<file path="src/rtl/cclu_pkg.sv">
// Shared types for the CCLU loop-control initiator.
//   cmd_e   : CCLU command encoding, also used for fetch request ops
//   state_e : issuer FSM states
//   CCLU_DEPTH : number of loop entries held by the CCLU
package cclu_pkg;

   localparam int CCLU_DEPTH = 16;

   typedef enum logic [1:0] {
      CMD_NOP  = 2'b00,
      CMD_LOOP = 2'b01,
      CMD_POP  = 2'b10,
      CMD_CLR  = 2'b11
   } cmd_e;

   typedef enum logic [2:0] {
      IDLE,
      ISSUE,
      RESP1,
      RESP2,
      DONE
   } state_e;

endpackage

</file>
<file path="src/rtl/cclu_issue_stats.sv">
// Saturating event counters for the loop issuer.
// Ports:
//   clk, reset      clock / async active-low reset
//   done            one-cycle strobe, a response is being produced
//   issued          the finishing request sent a command to the CCLU
//   redirect        the finishing request redirects fetch
//   error           the finishing request reports an error
//   stat_issued     count of responses for commands sent to the CCLU
//   stat_redirects  count of redirect responses
//   stat_errors     count of error responses
module cclu_issue_stats (
   input  logic        clk,
   input  logic        reset,
   input  logic        done,
   input  logic        issued,
   input  logic        redirect,
   input  logic        error,
   output logic [31:0] stat_issued,
   output logic [31:0] stat_redirects,
   output logic [31:0] stat_errors
);

   always_ff @(posedge clk or negedge reset) begin
      if (!reset) begin
         stat_issued    <= '0;
         stat_redirects <= '0;
         stat_errors    <= '0;
      end else if (done) begin
         if (issued   && stat_issued    != '1) stat_issued    <= stat_issued + 32'd1;
         if (redirect && stat_redirects != '1) stat_redirects <= stat_redirects + 32'd1;
         if (error    && stat_errors    != '1) stat_errors    <= stat_errors + 32'd1;
      end
   end

endmodule

</file>
<file path="src/rtl/cclu_loop_issuer.sv">
// Initiator side of the CCLU loop-control interface. Accepts one fetch
// request at a time (valid/ready), sends a single-cycle CCLU command, gathers
// the two-phase CCLU response and returns one redirect/error strobe.
// Ports:
//   clk, reset                  clock / async active-low reset
//   req_valid/req_ready         fetch request handshake
//   req_op/addr/target/count    request fields, captured at accept
//   rsp_valid                   one-cycle response strobe
//   rsp_redirect/target/error   response fields, zero when rsp_valid is low
//   cclu_command/addr/target/counter/clr  CCLU drive
//   cclu_valid/error/full/target_out      CCLU response
//   stat_issued/redirects/errors          only with CCLU_ISSUE_STATS_EN
// Optional feature macro: CCLU_ISSUE_STATS_EN adds the event counters.
module cclu_loop_issuer
   import cclu_pkg::*;
#(
   parameter int ADDR_W = 32,
   parameter int CNT_W  = 32
) (
   input  logic              clk,
   input  logic              reset,
   input  logic              req_valid,
   output logic              req_ready,
   input  logic [1:0]        req_op,
   input  logic [ADDR_W-1:0] req_addr,
   input  logic [ADDR_W-1:0] req_target,
   input  logic [CNT_W-1:0]  req_count,
   output logic              rsp_valid,
   output logic              rsp_redirect,
   output logic [ADDR_W-1:0] rsp_target,
   output logic              rsp_error,
   output logic [1:0]        cclu_command,
   output logic [ADDR_W-1:0] cclu_addr,
   output logic [ADDR_W-1:0] cclu_target,
   output logic [CNT_W-1:0]  cclu_counter,
   output logic              cclu_clr,
   input  logic              cclu_valid,
   input  logic              cclu_error,
   input  logic              cclu_full,
   input  logic [ADDR_W-1:0] cclu_target_out
`ifdef CCLU_ISSUE_STATS_EN
   ,
   output logic [31:0]       stat_issued,
   output logic [31:0]       stat_redirects,
   output logic [31:0]       stat_errors
`endif
);

   state_e            state_q, state_d;
   cmd_e              op_in, op_q;
   logic              accept, zero_reject;
   logic              v1_q, e1_q, e2_q;
   logic [ADDR_W-1:0] tgt_q;
   logic              done_err, done_redir;

   // The CCLU itself resolves hit/miss when full, so full is not acted on here.
   logic unused_full;
   assign unused_full = cclu_full;

   assign op_in       = cmd_e'(req_op);
   assign accept      = req_valid && req_ready;
   assign zero_reject = (op_in == CMD_LOOP) && (req_count == '0);

   assign done_err   = e1_q || e2_q;
   assign done_redir = v1_q && !done_err && (op_q != CMD_CLR);

   always_ff @(posedge clk or negedge reset) begin
      if (!reset) state_q <= IDLE;
      else        state_q <= state_d;
   end

   always_comb begin
      state_d = state_q;
      case (state_q)
         IDLE: begin
            if (accept) begin
               if (zero_reject)           state_d = DONE;
               else if (op_in != CMD_NOP) state_d = ISSUE;
            end
         end
         ISSUE:   state_d = RESP1;
         RESP1:   state_d = RESP2;
         RESP2:   state_d = DONE;
         DONE:    state_d = IDLE;
         default: state_d = IDLE;
      endcase
   end

   // Outputs are all registered, so each one reflects the state just left:
   // the command is visible while in ISSUE, the response strobe in the cycle
   // after DONE.
   always_ff @(posedge clk or negedge reset) begin
      if (!reset) begin
         req_ready    <= 1'b1;
         rsp_valid    <= 1'b0;
         rsp_redirect <= 1'b0;
         rsp_target   <= '0;
         rsp_error    <= 1'b0;
         cclu_command <= CMD_NOP;
         cclu_addr    <= '0;
         cclu_target  <= '0;
         cclu_counter <= '0;
         cclu_clr     <= 1'b0;
         op_q         <= CMD_NOP;
         v1_q         <= 1'b0;
         e1_q         <= 1'b0;
         e2_q         <= 1'b0;
         tgt_q        <= '0;
      end else begin
         req_ready    <= (state_d == IDLE);
         rsp_valid    <= 1'b0;
         rsp_redirect <= 1'b0;
         rsp_target   <= '0;
         rsp_error    <= 1'b0;
         cclu_command <= CMD_NOP;
         cclu_clr     <= 1'b0;
         case (state_q)
            IDLE: begin
               if (accept && op_in != CMD_NOP) begin
                  op_q  <= op_in;
                  v1_q  <= 1'b0;
                  e2_q  <= 1'b0;
                  tgt_q <= '0;
                  // A zero-count loop never reaches the CCLU; the error is
                  // preloaded so DONE reports it without special casing.
                  e1_q  <= zero_reject;
                  if (!zero_reject) begin
                     cclu_command <= op_in;
                     cclu_addr    <= req_addr;
                     cclu_target  <= req_target;
                     cclu_counter <= req_count;
                     cclu_clr     <= (op_in == CMD_CLR);
                  end
               end
            end
            RESP1: begin
               v1_q <= cclu_valid;
               e1_q <= cclu_error;
            end
            RESP2: begin
               e2_q  <= cclu_error;
               tgt_q <= cclu_target_out;
            end
            DONE: begin
               rsp_valid    <= 1'b1;
               rsp_error    <= done_err;
               rsp_redirect <= done_redir;
               rsp_target   <= done_redir ? tgt_q : '0;
            end
            default: ;
         endcase
      end
   end

`ifdef CCLU_ISSUE_STATS_EN
   logic issued_q;

   always_ff @(posedge clk or negedge reset) begin
      if (!reset)                                            issued_q <= 1'b0;
      else if (state_q == IDLE && accept && op_in != CMD_NOP) issued_q <= !zero_reject;
   end

   cclu_issue_stats u_stats (
      .clk            (clk),
      .reset          (reset),
      .done           (state_q == DONE),
      .issued         (issued_q),
      .redirect       (done_redir),
      .error          (done_err),
      .stat_issued    (stat_issued),
      .stat_redirects (stat_redirects),
      .stat_errors    (stat_errors)
   );
`endif

endmodule

</file>
<file path="config.mk">
export PLATFORM = sky130hd
export DESIGN_NAME = cclu_loop_issuer
export DESIGN_NICKNAME = d
export VERILOG_FILES = /design/src/rtl/cclu_pkg.sv /design/src/rtl/cclu_issue_stats.sv /design/src/rtl/cclu_loop_issuer.sv
export SDC_FILE = /design/constraint.sdc
export NUM_CORES = 1
export LEC_CHECK = 0
export CAP_MARGIN = 20
export CELL_PAD_IN_SITES_DETAIL_PLACEMENT = 0
export CELL_PAD_IN_SITES_GLOBAL_PLACEMENT = 1
export CORE_ASPECT_RATIO = 1.25
export CORE_UTILIZATION = 34
export CTS_CLUSTER_DIAMETER = 40
export DETAILED_ROUTE_END_ITERATION = 10
export PLACE_DENSITY = 0.79
export SYNTH_ARGS = -nofsm -noshare
export SYNTH_HDL_FRONTEND = slang
export SYNTH_HIERARCHICAL = 1
export SYNTH_SLANG_ARGS = --single-unit
</file>
<file path="constraint.sdc">
create_clock -name clk -period 2.5 [get_ports clk]
set_input_delay 0.25 -clock clk [delete_from_list [all_inputs] [get_ports clk]]
set_output_delay 0.25 -clock clk [all_outputs]
set_load 0.1 [all_outputs]
</file>
==> results.md <==
* Fin Clk Skew at 18.3 ps
* Ports at 271
* Post-DRT Antenna Nets at 0
* P_leak at 5.17 nW
* CP max FO at 37
* TNS Setup at 0 ps
* DIE WIDTH at 142 um
* Yosys warns at 6
* Maximum clock path buffer count at 2
* Share of layout cells above drive strength 1 at 0.186
* DR WL/cell at 17.3 um
* Mux share of post-synthesis cell area at 0
* Clock sink count at 175
* Via count at 7368
* Mapped Area at 0.00827 mm^2
* Fmax at 0.480 GHz
* Overflow after GRT at 0
* Post-CTS Setup Bufs at 0
* CTS Hold Bufs at 1
* DPL Wire Length at 16.5 mm
* Syn_area_per_cell at 9.34 um^2
* Num rows at 63
* RSZ-0062 raised after global routing: false
* Synth Instances at 886
* CTS H-tree depth at 4
* Critical Path End Type: flop
* Final net count at 1257
* Area grow syn2layout at 40.3%
* Synth area leaders: dfrtp_1, nand2_1, a32o_1
* Initial core utilization at 0.348
* Overall die height at 176 um
* Gp weighted congestion at 0.745
* Crit path kind: flop to flop
* Post-Synth XOR/XNOR Area at 0.00106
* Req. time, crit path at 2800 ps
* TritonCTS buffer count at 17
* Synth Area in Compound Gates at 0.158
* Top FF cell, synth: dfrtp_1
* Tmin final at 2080 ps
* Clock latency on the worst-skew pair at 440 ps
* Final Cell Area at 0.0116 mm^2
* Unique masters post-synth at 36
* PwrDens at 1400 mW/mm^2
* Port bufs at 269
* Startpoint types: flop
* GR Util All Layers at 0.203
* Placed cells at 1426
* Final WL at 25.3 mm
* Max_cap viols at 0
* Hold Fails Final Rpt at 0
* Largest area contributor in the netlist: dfrtp_1
* Post-CTS sizing at 0
* 1st-pass router iterations at 7
* Fin. max-slew vios at 0
* Clk root buf: clkbuf_16
* Dpl cell area at 0.0110 mm^2
* TritonCTS clock tree: built
* Slew HR at 0.606
* Largest family of logic cells by synthesized area: simple AND/OR/NAND/NOR gates
* CP arrival at 2390 ps
* Initial antenna violation count at 2
* Full die area at 0.0250 mm^2
* HP Class: input pin to asynchronous set/reset pin
* Share of the synthesized area in the top cell type at 0.526
* Adder-cell share of the synthesized area at 0
* Worst hold slack at 339 ps
* Vias in the first global route at 7133
* Worst-path clk slew at 80 ps
* First-pass GRT wire length at 39.4 mm
* EDFF count, synth at 0
* Mapped Nets at 1022
* Synth Area in Simple Gates at 0.225
* Peak supply drop at 924 uV
* Register bit total from synthesis at 175
* Setup violators final at 0
* Seq/Total Area, Yosys at 0.529
* Worst Tran Pin Value at 589 ps
* Largest net degree at the start of global routing at 73
* Fin crit share at 0.834
* Async set-reset flop share out of synthesis at 1.00
* Post-route insts no fill at 1461
* Core Box Area at 0.0238 mm^2
* Run status: complete, no violations
* DRC Markers at 0
* Vias per cell at 5.04
* Iter 0 DRT Violations at 382
## cell type report
type / count / area (um^2)
Clock buffer: 18 / 429
Fill cell: 2292 / 12200
Multi-Input combinational cell: 561 / 3210
Clock inverter: 14 / 164
Timing Repair Buffer: 300 / 2770
Antenna cell: 2 / 5.00
Sequential cell: 175 / 4380
Inverter: 66 / 248
Tap cell: 325 / 407
## worst max-delay path, stage by stage (launching register included)
cell      delay, ps
dfrtp_1         480
nor4b_4         470
nand3_4         330
buf_12          290
a32o_1          210
o21bai_1        160
## routing by layer
metal / routed length (um) / part of all wire / GRT usage
met5: 0 / 0 / 0
met4: 707 / 0.028 / 0.0824
met3: 1440 / 0.057 / 0.0450
met2: 12700 / 0.50 / 0.334
met1: 10400 / 0.41 / 0.257
## metrics by stage
step	util	total power [mW]	setup slack, ps
detailed placement	0.462	13.7	142
CTS	0.487	16.4	398
floorplan	-	11.6	714
global placement	0.462	13.6	160
global route	0.488	17.1	290
finish	0.488	16.3	415
## cells in the mapped netlist, drive strengths merged (2+ instances only)
cell type and number:
a32o 61, nor3 64, dfrtp 174, a32oi 3, nor4 6, and2 33, nand3 35, clkbuf 40
o21bai 61, and3 4, nand2 202, buf 44, nor4b 2, inv 66, nor2 8, or2 2
o21ai 38, nand4 32
## flip-flops by register name (all words and copies together), names as in the netlist, 2 cells and up
signal and count:
cclu_addr 32, cclu_counter 32, cclu_target 32, rsp_target 32, tgt_q 32, state_q 3, cclu_command 2, op_q 2
## logic make-up (layout without fill, tap and decap cells)
family,Yosys count,count (layout)
xor gates and xnor gates,1,1
DFF,175,175
AOI/OAI and AO/OA,166,166
and+or+nand+nor,394,394
other,0,2
buffers and inverters,150,398
## report_power, final
group | internal (mW) | switching [mW]
logic | 2.23 | 6.85
registers | 3.83 | 0.713
clock network | 1.35 | 1.32
## layout by cell type, fill, tap and decap left out, types with 2 or more instances in the layout
cell type / netlist / routed
clkdlybuf4s50_1: 0 / 133
clkinv_8: 0 / 3
diode_2: 0 / 2
o21bai_1: 61 / 61
dfrtp_1: 174 / 174
clkbuf_16: 0 / 17
nor2_1: 7 / 7
nand3_1: 34 / 34
nor3_1: 64 / 64
and3_4: 0 / 2
buf_4: 2 / 151
nor4_1: 6 / 6
clkinv_4: 0 / 3
a32oi_1: 3 / 3
nand2_1: 202 / 202
inv_8: 0 / 5
and2_1: 33 / 33
inv_1: 66 / 66
a32o_1: 61 / 61
o21ai_0: 38 / 38
buf_12: 0 / 14
or2_2: 2 / 2
nand4_1: 32 / 32
## worst paths after layout
path,end,cells past startpoint,slack [ps],from
setup / recovery,cclu_addr[10],5,420,state_q[0]
hold / removal,rsp_target[20],2,340,reset
setup reg to reg,cclu_addr[10],5,420,state_q[0]
hold reg to reg,rsp_target[23],1,480,tgt_q[23]
max in group asynchronous,cclu_addr[19],3,1310,reset
min in group clk,tgt_q[15],3,350,cclu_target_out[15]
Note: power is estimated with default switching activity, not from simulation.
